$ cat config.mk
export PLATFORM = sky130hd
export DESIGN_NAME = mem_port_arbiter
export DESIGN_NICKNAME = d
export VERILOG_FILES = /design/src/rtl/mem_port_arbiter_pkg.sv /design/src/rtl/mem_port_arbiter.sv
export SDC_FILE = /design/constraint.sdc
export NUM_CORES = 1
export LEC_CHECK = 0
export BUFFER_PORTS_ARGS = -buffer_cell sky130_fd_sc_hd__buf_2
export CAP_MARGIN = 20
export CORE_MARGIN = 4
export CORE_UTILIZATION = 35
export DETAILED_ROUTE_END_ITERATION = 6
export PLACE_DENSITY = 0.62
export SYNTH_ARGS = -nofsm -noshare
export SYNTH_HDL_FRONTEND = slang
export SYNTH_SLANG_ARGS = --single-unit
$ cat constraint.sdc
create_clock -name clk -period 1.8 [get_ports clk]
set_clock_uncertainty 0.15 [all_clocks]
set_input_delay 0.27 -clock clk [delete_from_list [all_inputs] [get_ports clk]]
set_output_delay 0.27 -clock clk [all_outputs]
set_load 0.1 [all_outputs]
$ cat src/rtl/mem_port_arbiter_pkg.sv
`default_nettype none
// ============================================================================
// Module   : mem_port_arbiter_pkg
// Purpose  : Shared types and constants for the unified-memory port arbiter.
// Revision : 1.0 - initial release
// ============================================================================
package mem_port_arbiter_pkg;

    localparam int DEF_ADDR_W = 32;
    localparam int DEF_DATA_W = 32;

    // Encoding of the last_grant register
    localparam logic GRANT_IF = 1'b0;
    localparam logic GRANT_DM = 1'b1;

    typedef enum logic [1:0] {
        IDLE    = 2'd0,
        IF_BUSY = 2'd1,
        DM_BUSY = 2'd2,
        IF_DROP = 2'd3
    } arb_state_e;

endpackage
`default_nettype wire

$ cat src/rtl/mem_port_arbiter.sv
`default_nettype none
// ============================================================================
// Module   : mem_port_arbiter
// Purpose  : Shares one single-ported memory between instruction fetch and
//            the MEM-stage data path, with fetch kill on taken branch and
//            freeze/stall generation for the pipeline.
// Revision : 1.0 - initial release
// ============================================================================
module mem_port_arbiter
    import mem_port_arbiter_pkg::*;
#(
    parameter int ADDR_W = DEF_ADDR_W,
    parameter int DATA_W = DEF_DATA_W
) (
    input  logic              clk,
    input  logic              rst,
    input  logic              if_req_i,
    input  logic [ADDR_W-1:0] if_addr_i,
    input  logic              if_flush_i,
    output logic              if_valid_o,
    output logic [DATA_W-1:0] if_instr_o,
    output logic              if_freeze_o,
    input  logic              dm_req_i,
    input  logic              dm_we_i,
    input  logic [ADDR_W-1:0] dm_addr_i,
    input  logic [DATA_W-1:0] dm_wdata_i,
    output logic              dm_done_o,
    output logic [DATA_W-1:0] dm_rdata_o,
    output logic              dm_stall_o,
    output logic              mem_req_o,
    output logic              mem_we_o,
    output logic [ADDR_W-1:0] mem_addr_o,
    output logic [DATA_W-1:0] mem_wdata_o,
    input  logic              mem_ack_i,
    input  logic [DATA_W-1:0] mem_rdata_i
);

    arb_state_e        state_q,      state_d;
    logic              last_grant_q, last_grant_d;
    logic              mem_req_q,    mem_req_d;
    logic              mem_we_q,     mem_we_d;
    logic [ADDR_W-1:0] mem_addr_q,   mem_addr_d;
    logic [DATA_W-1:0] mem_wdata_q,  mem_wdata_d;
    logic              if_valid_q,   if_valid_d;
    logic [DATA_W-1:0] if_instr_q,   if_instr_d;
    logic              dm_done_q,    dm_done_d;
    logic [DATA_W-1:0] dm_rdata_q,   dm_rdata_d;

    // A requester whose pulse is showing this cycle has already been served;
    // masking it prevents a second grant of the same request.
    logic w_if_cand;
    logic w_dm_cand;
    logic w_grant_dm;
    logic w_grant_if;

    assign w_if_cand  = if_req_i & ~if_valid_q & ~if_flush_i;
    assign w_dm_cand  = dm_req_i & ~dm_done_q;
    // Data wins a tie unless it won the previous grant (keeps fetch alive)
    assign w_grant_dm = w_dm_cand & (~w_if_cand | (last_grant_q == GRANT_IF));
    assign w_grant_if = w_if_cand & ~w_grant_dm;

    // State and datapath registers with synchronous active-low reset
    always_ff @(posedge clk) begin
        if (!rst) begin
            state_q      <= IDLE;
            last_grant_q <= GRANT_IF;
            mem_req_q    <= 1'b0;
            mem_we_q     <= 1'b0;
            mem_addr_q   <= '0;
            mem_wdata_q  <= '0;
            if_valid_q   <= 1'b0;
            if_instr_q   <= '0;
            dm_done_q    <= 1'b0;
            dm_rdata_q   <= '0;
        end else begin
            state_q      <= state_d;
            last_grant_q <= last_grant_d;
            mem_req_q    <= mem_req_d;
            mem_we_q     <= mem_we_d;
            mem_addr_q   <= mem_addr_d;
            mem_wdata_q  <= mem_wdata_d;
            if_valid_q   <= if_valid_d;
            if_instr_q   <= if_instr_d;
            dm_done_q    <= dm_done_d;
            dm_rdata_q   <= dm_rdata_d;
        end
    end

    // Next-state, grant and memory handshake sequencing
    always_comb begin
        state_d      = state_q;
        last_grant_d = last_grant_q;
        mem_req_d    = mem_req_q;
        mem_we_d     = mem_we_q;
        mem_addr_d   = mem_addr_q;
        mem_wdata_d  = mem_wdata_q;
        if_valid_d   = 1'b0;
        if_instr_d   = if_instr_q;
        dm_done_d    = 1'b0;
        dm_rdata_d   = dm_rdata_q;

        case (state_q)
            IDLE: begin
                if (w_grant_dm) begin
                    state_d      = DM_BUSY;
                    last_grant_d = GRANT_DM;
                    mem_req_d    = 1'b1;
                    mem_we_d     = dm_we_i;
                    mem_addr_d   = dm_addr_i;
                    mem_wdata_d  = dm_wdata_i;
                end else if (w_grant_if) begin
                    state_d      = IF_BUSY;
                    last_grant_d = GRANT_IF;
                    mem_req_d    = 1'b1;
                    mem_we_d     = 1'b0;
                    mem_addr_d   = if_addr_i;
                    mem_wdata_d  = '0;
                end
            end
            IF_BUSY: begin
                if (mem_ack_i) begin
                    state_d   = IDLE;
                    mem_req_d = 1'b0;
                    if (!if_flush_i) begin
                        if_valid_d = 1'b1;
                        if_instr_d = mem_rdata_i;
                    end
                end else if (if_flush_i) begin
                    // The access cannot be withdrawn; finish it and discard
                    state_d = IF_DROP;
                end
            end
            DM_BUSY: begin
                if (mem_ack_i) begin
                    state_d   = IDLE;
                    mem_req_d = 1'b0;
                    dm_done_d = 1'b1;
                    if (!mem_we_q) begin
                        dm_rdata_d = mem_rdata_i;
                    end
                end
            end
            IF_DROP: begin
                if (mem_ack_i) begin
                    state_d   = IDLE;
                    mem_req_d = 1'b0;
                end
            end
            default: begin
                state_d   = IDLE;
                mem_req_d = 1'b0;
            end
        endcase
    end

    assign mem_req_o   = mem_req_q;
    assign mem_we_o    = mem_we_q;
    assign mem_addr_o  = mem_addr_q;
    assign mem_wdata_o = mem_wdata_q;
    assign if_valid_o  = if_valid_q;
    assign if_instr_o  = if_instr_q;
    assign dm_done_o   = dm_done_q;
    assign dm_rdata_o  = dm_rdata_q;
    assign if_freeze_o = if_req_i & ~if_valid_q;
    assign dm_stall_o  = dm_req_i & ~dm_done_q;

endmodule
`default_nettype wire

## Yosys cells after proc, flatten, opt, wreduce, memory -nomap -nowiden

Cells that the tools add are included.
Widths: inputs -> output; s select.

| storage, ports and cells | value |
|---|---|
| bits in registers | 135 |
| bits in latches | 0 |
| memory bits (writable) | 0 |
| ROM bits | 0 |
| bits of input ports | 135 |
| output and inout port bits | 134 |
| memories kept | 0 |

| operators by class | value |
|---|---|
| add/subtract/negate cells | 0 |
| multiply operators | 0 |
| div/mod/pow operators | 0 |
| magnitude comparators | 0 |
| equality and inequality tests | 7 |
| shift operators | 0 |
| mux-type cells | 19 |
| bitwise logic cells | 13 |
| reductions and logical operators | 11 |

Operators by type and width:

| operator | count |
|---|---|
| $mux 32 | 4 |
| $reduce_and 3->1 | 4 |
| $mux 2 | 5 |
| $mux 1 | 8 |
| $not 1->1 | 7 |
| $ne 3x3->1 const B | 2 |
| $pmux 2 s3 | 1 |
| $reduce_and 2->1 | 3 |
| $and 1x1->1 | 5 |
| $eq 2x2->1 const B | 2 |
| $ne 2x1->1 const B | 2 |
| $reduce_or 3->1 | 1 |
| $eq 2x1->1 const B | 1 |
| $logic_not 2->1 | 1 |
| $pmux 1 s2 | 1 |
| $reduce_bool 2->1 | 1 |
| $reduce_or 2->1 | 1 |
| $or 1x1->1 | 1 |

## Depth between registers and ports, before layout

| logic depth | value |
|---|---|
| depth after elaboration | 11 |
| depth in mapped cells | 7 |
| gate-level depth less buffers | 5 |

## Least setup slack after synthesis

No wires, ideal clock.

| timing | value |
|---|---|
| path type | flip-flop to flip-flop |
| from | register dm_done_q, in the netlist dm_done_o |
| to | register mem_wdata_q[26], in the netlist mem_wdata_o[26] |
| library setup time | 0.068 ns |
| arrival | 2.517 ns |
| data required time | 1.582 ns |
| setup slack | -0.935 ns |
| stages on the path, launching flop included | 7 |
| path buffers | 1 |
| clock period less this slack | 2.735 ns |
| cell sequence | dfxtp_1 nand2b_2 inv_1 o21ai_2 buf_4 a22oi_1 nor2_1 |

| between the ends | value |
|---|---|
| cells in the longest elaborated chain, start to end | 7 |

Ends and longest elaborated chain:

| item | line | text |
|---|---|---|
| start, declared | mem_port_arbiter.sv:46 | `logic dm_done_q, dm_done_d;` |
| start signal, assigned | mem_port_arbiter.sv:84 | `dm_done_q <= dm_done_d;` |
| $not 1->1 (*) | n/a |  |
| $and 1x1->1 (*) | n/a |  |
| named net dm_stall_o | mem_port_arbiter.sv:29 | `output logic dm_stall_o,` |
| $and 1x1->1 (*) | mem_port_arbiter.sv:59 | `assign w_grant_dm = w_dm_cand & (~w_if_cand \| (last_grant_q == GRANT_IF));` |
| $not 1->1 | mem_port_arbiter.sv:60 | `assign w_grant_if = w_if_cand & ~w_grant_dm;` |
| $and 1x1->1 | mem_port_arbiter.sv:60 |  |
| $reduce_bool 2->1 (no source line) | n/a |  |
| $reduce_and 2->1 (no source line) | n/a |  |
| end signal, assigned | mem_port_arbiter.sv:81 | `mem_wdata_q <= mem_wdata_d;` |
| end, declared | mem_port_arbiter.sv:43 | `logic [DATA_W-1:0] mem_wdata_q, mem_wdata_d;` |

The timed path passes the listed nets; every way through them passes the cells marked *.
A chain may end at the register's enable or synchronous reset.

## Worst setup path after layout

| timing | value |
|---|---|
| from | register if_valid_q, in the netlist if_valid_o |
| to | output if_freeze_o |

| between the ends | value |
|---|---|
| cells in the longest elaborated chain, start to end | 2 |

Ends and longest elaborated chain:

| item | line | text |
|---|---|---|
| start, declared | mem_port_arbiter.sv:44 | `logic if_valid_q, if_valid_d;` |
| start signal, assigned | mem_port_arbiter.sv:82 | `if_valid_q <= if_valid_d;` |
| $not 1->1 | mem_port_arbiter.sv:164 | `assign if_freeze_o = if_req_i & ~if_valid_q;` |
| $and 1x1->1 | mem_port_arbiter.sv:164 |  |
| end, declared | mem_port_arbiter.sv:22 | `output logic if_freeze_o,` |

Every way passes these cells.

==> results.cfg <==
[outcome]
status = completed

[layout]
fillers = 1237
area_growth_pct = 68.4
final_cell_area_mm2 = 0.00865
drive_above_1_share_pct = 38.7
seq_area_mm2 = 0.00271
multiInputGateArea_mm2 = 0.00221
nets = 1120

[timing]
final-setup-viol-count = 0
setup_ws_ps = 71.1
slew_violations = 0
rsz0062_at_grt = no
max_slew_margin_pct = 65.1
finalCritPeriodShare_pct = 96.0
fmax_ghz = 0.578
finalSetupTns_ps = 0
max_slew.worst_pin.slew_ps = 527
finalHoldViolations = 0
hold_slack_ps = 78.7
fin_crit_ps = 1730

[worst_setup_path]
arrival_ps = 1310
cp.required_ps = 1380
worst-setup-path-type = flop to output port
end_kind = output port
start_kind = flop
regToRegSetupSlack_ps = 100
worst-path-max-fanout = 3

[grt]
grt_pass1_vias = 5660
antenna_found_initial = 0
busiest_layer = met2
grt_pass1_wl_um = 28000
grtUsageMet1_pct = 24.6
met3_usage_pct = 6.39
grt_start_max_net_pins = 51
met2_usage_pct = 35.5
grt_use_total_pct = 21.0
overflow = 0

[clock_tree]
cts_made_buffers = 17
clock_path_buffers = 2
clk_pin_slew_worst_paths_ps = 50
root_buffer = clkbuf_16
cts_tree = yes
cts.sinks = 135
htreeDepth = 4
clk_latency_ps = 400

[floorplanning]
die-width_um = 129
core_mm2 = 0.0145
die_area_mm2 = 0.0167
die_y_um = 129
std_cell_rows = 44
start_util_pct = 35.5
ios = 269

[synth]
synth_edf_count = 0
synthCells = 599
synth_nets = 734
yosysWarnings = 0
synth_area_mm2 = 0.00514
synthAdderAreaFrac_pct = 0
synth_seq_area_share_pct = 52.6
synth_area_leaders = dfxtp_1 (53%), nand2_1 (14%), a22oi_2 (6.8%), a21oi_1 (6.5%), a31oi_1 (3.9%)
syn_avg_cell_area_um2 = 8.58
synth-seq-cells = 135
synth_compound_area_share_pct = 22.2
ys.flop_type = dfxtp_1
yosys.area.top_type = dfxtp_1
synthTopCellsByCount = nand2_1 (194), dfxtp_1 (135), a21oi_1 (67), a31oi_1 (32)
synthMuxAreaShare_pct = 0
ys_types = 31
synth_top_family_by_area = compound AO/OA/AOI/OAI gates
synth_most_common_cell = nand2_1
synthSimpleGateAreaFrac_pct = 20.2
synthArstFlopShare_pct = 0
synth_xor_area_share_pct = 0
netlist.area_leader.share_pct = 52.6

[routing]
drtPass1Iterations = 4
via_per_inst = 4.80
postRouteAntennaNets = 0
drc = 0
vias = 5665
routedWlPerCell_um = 15.1
routed_wl_um = 17800
drt_iter0_drc = 274

[power_and_ir_drop]
p_leak_uw = 0.00386
power.total_uw = 9560
pwr_density_cell_mw_per_mm2 = 1100
peakVddDrop_mv = 0.555

[placed_design]
gp_congestion = 0.790
placed_cell_area_mm2 = 0.00677
port_buffers = 268
post-place-ws_ps = 16.9
hpwl_um = 10800

[worst_hold_path]
min_path_type = primary input to flop

[flow_run]
cap_violations = 0
==> where the power goes <==
part,total (uW),switching (uW),internal (uW)
logic,2860,2120,741
clock network,3380,1250,2130
registers,3310,119,3190
total,9560,3490,6060
==> final cells by class <==
| type | instances | area share, % |
|---|---|---|
| Clock buffer | 22 | 5.48 |
| Sequential cell | 135 | 31.3 |
| Tap cell | 184 | 2.66 |
| Multi-Input combinational cell | 414 | 25.5 |
| Timing Repair Buffer | 414 | 33.7 |
| Clock inverter | 8 | 1.14 |
| Inverter | 3 | 0.188 |
| Antenna cell | 1 | 0.0289 |
==> metrics by stage <==
stage	util [%]	cells
after floorplan	-	599
after global placement	46.8	1019
after detailed placement	46.8	1019
after CTS	59.6	1178
after global routing	59.7	1180
final	59.8	1181
==> cells by family (layout without fill, tap and decap cells) <==
kind of cell | Yosys count | after routing
AOI/OAI and AO/OA | 170 | 170
and+or+nand+nor | 244 | 244
buffers and inverters | 50 | 447
DFF | 135 | 135
other | 0 | 1
==> critical path, stage by stage (launching register included) <==
cell     delay, ps
dfxtp_4        360
nor2b_2        110
buf_2          430
==> timing repair <==
item / 4_1_cts / 5_1_grt
endpoints found under the hold margin: 129 / 0
resized for setup: 0 / 1
setup buffers: 0 / 2
endpoints found under the setup margin: 0 / 15
hold buffers: 129 / 0
==> layer usage <==
metal | wire length (um) | vias to the layer above
met5 | 0 | -
met4 | 449 | 0
met3 | 1510 | 35
met2 | 8740 | 245
met1 | 7110 | 2589
li1 | - | 2796
==> cells in the final DEF, fill, tap and decap left out, types with 2 or more instances in the layout <==
cell type / n
clkbuf_1: 2
dfxtp_4: 2
nor2_2: 29
dlygate4sd3_1: 129
nor2_1: 12
nand2_1: 194
clkbuf_16: 17
a21oi_1: 67
buf_4: 6
clkinvlp_4: 3
clkinv_2: 4
buf_12: 12
bufinv_16: 2
dfxtp_1: 132
a22oi_1: 5
o21ai_0: 4
clkbuf_8: 3
a22oi_2: 28
buf_2: 267
o21ai_1: 28
a31oi_1: 32
==> path summary, 6_finish.rpt <==
check | startpoint | to | depth (start not counted)
worst max-delay path | if_valid_o$_SDFF_PN0_ | if_freeze_o | 2
worst max register to register | state_q[0]$_SDFFE_PN0P_ | if_instr_o[5]$_SDFFE_PN0P_ | 5
worst min register to register | dm_rdata_o[13]$_SDFFE_PN0P_ | dm_rdata_o[13]$_SDFFE_PN0P_ | 2
worst min-delay path | mem_ack_i | state_q[1]$_SDFFE_PN0P_ | 4
==> sequential cells by signal, summed over array words and instances, names as in the netlist <==
| signal | count |
|---|---|
| dm_done_o | 1 |
| mem_addr_o | 32 |
| state_q | 2 |
| if_valid_o | 1 |
| mem_wdata_o | 32 |
| dm_rdata_o | 32 |
| mem_we_o | 1 |
| mem_req_o | 1 |
| last_grant_q | 1 |
| if_instr_o | 32 |
Power figures use the tool's default switching activity.
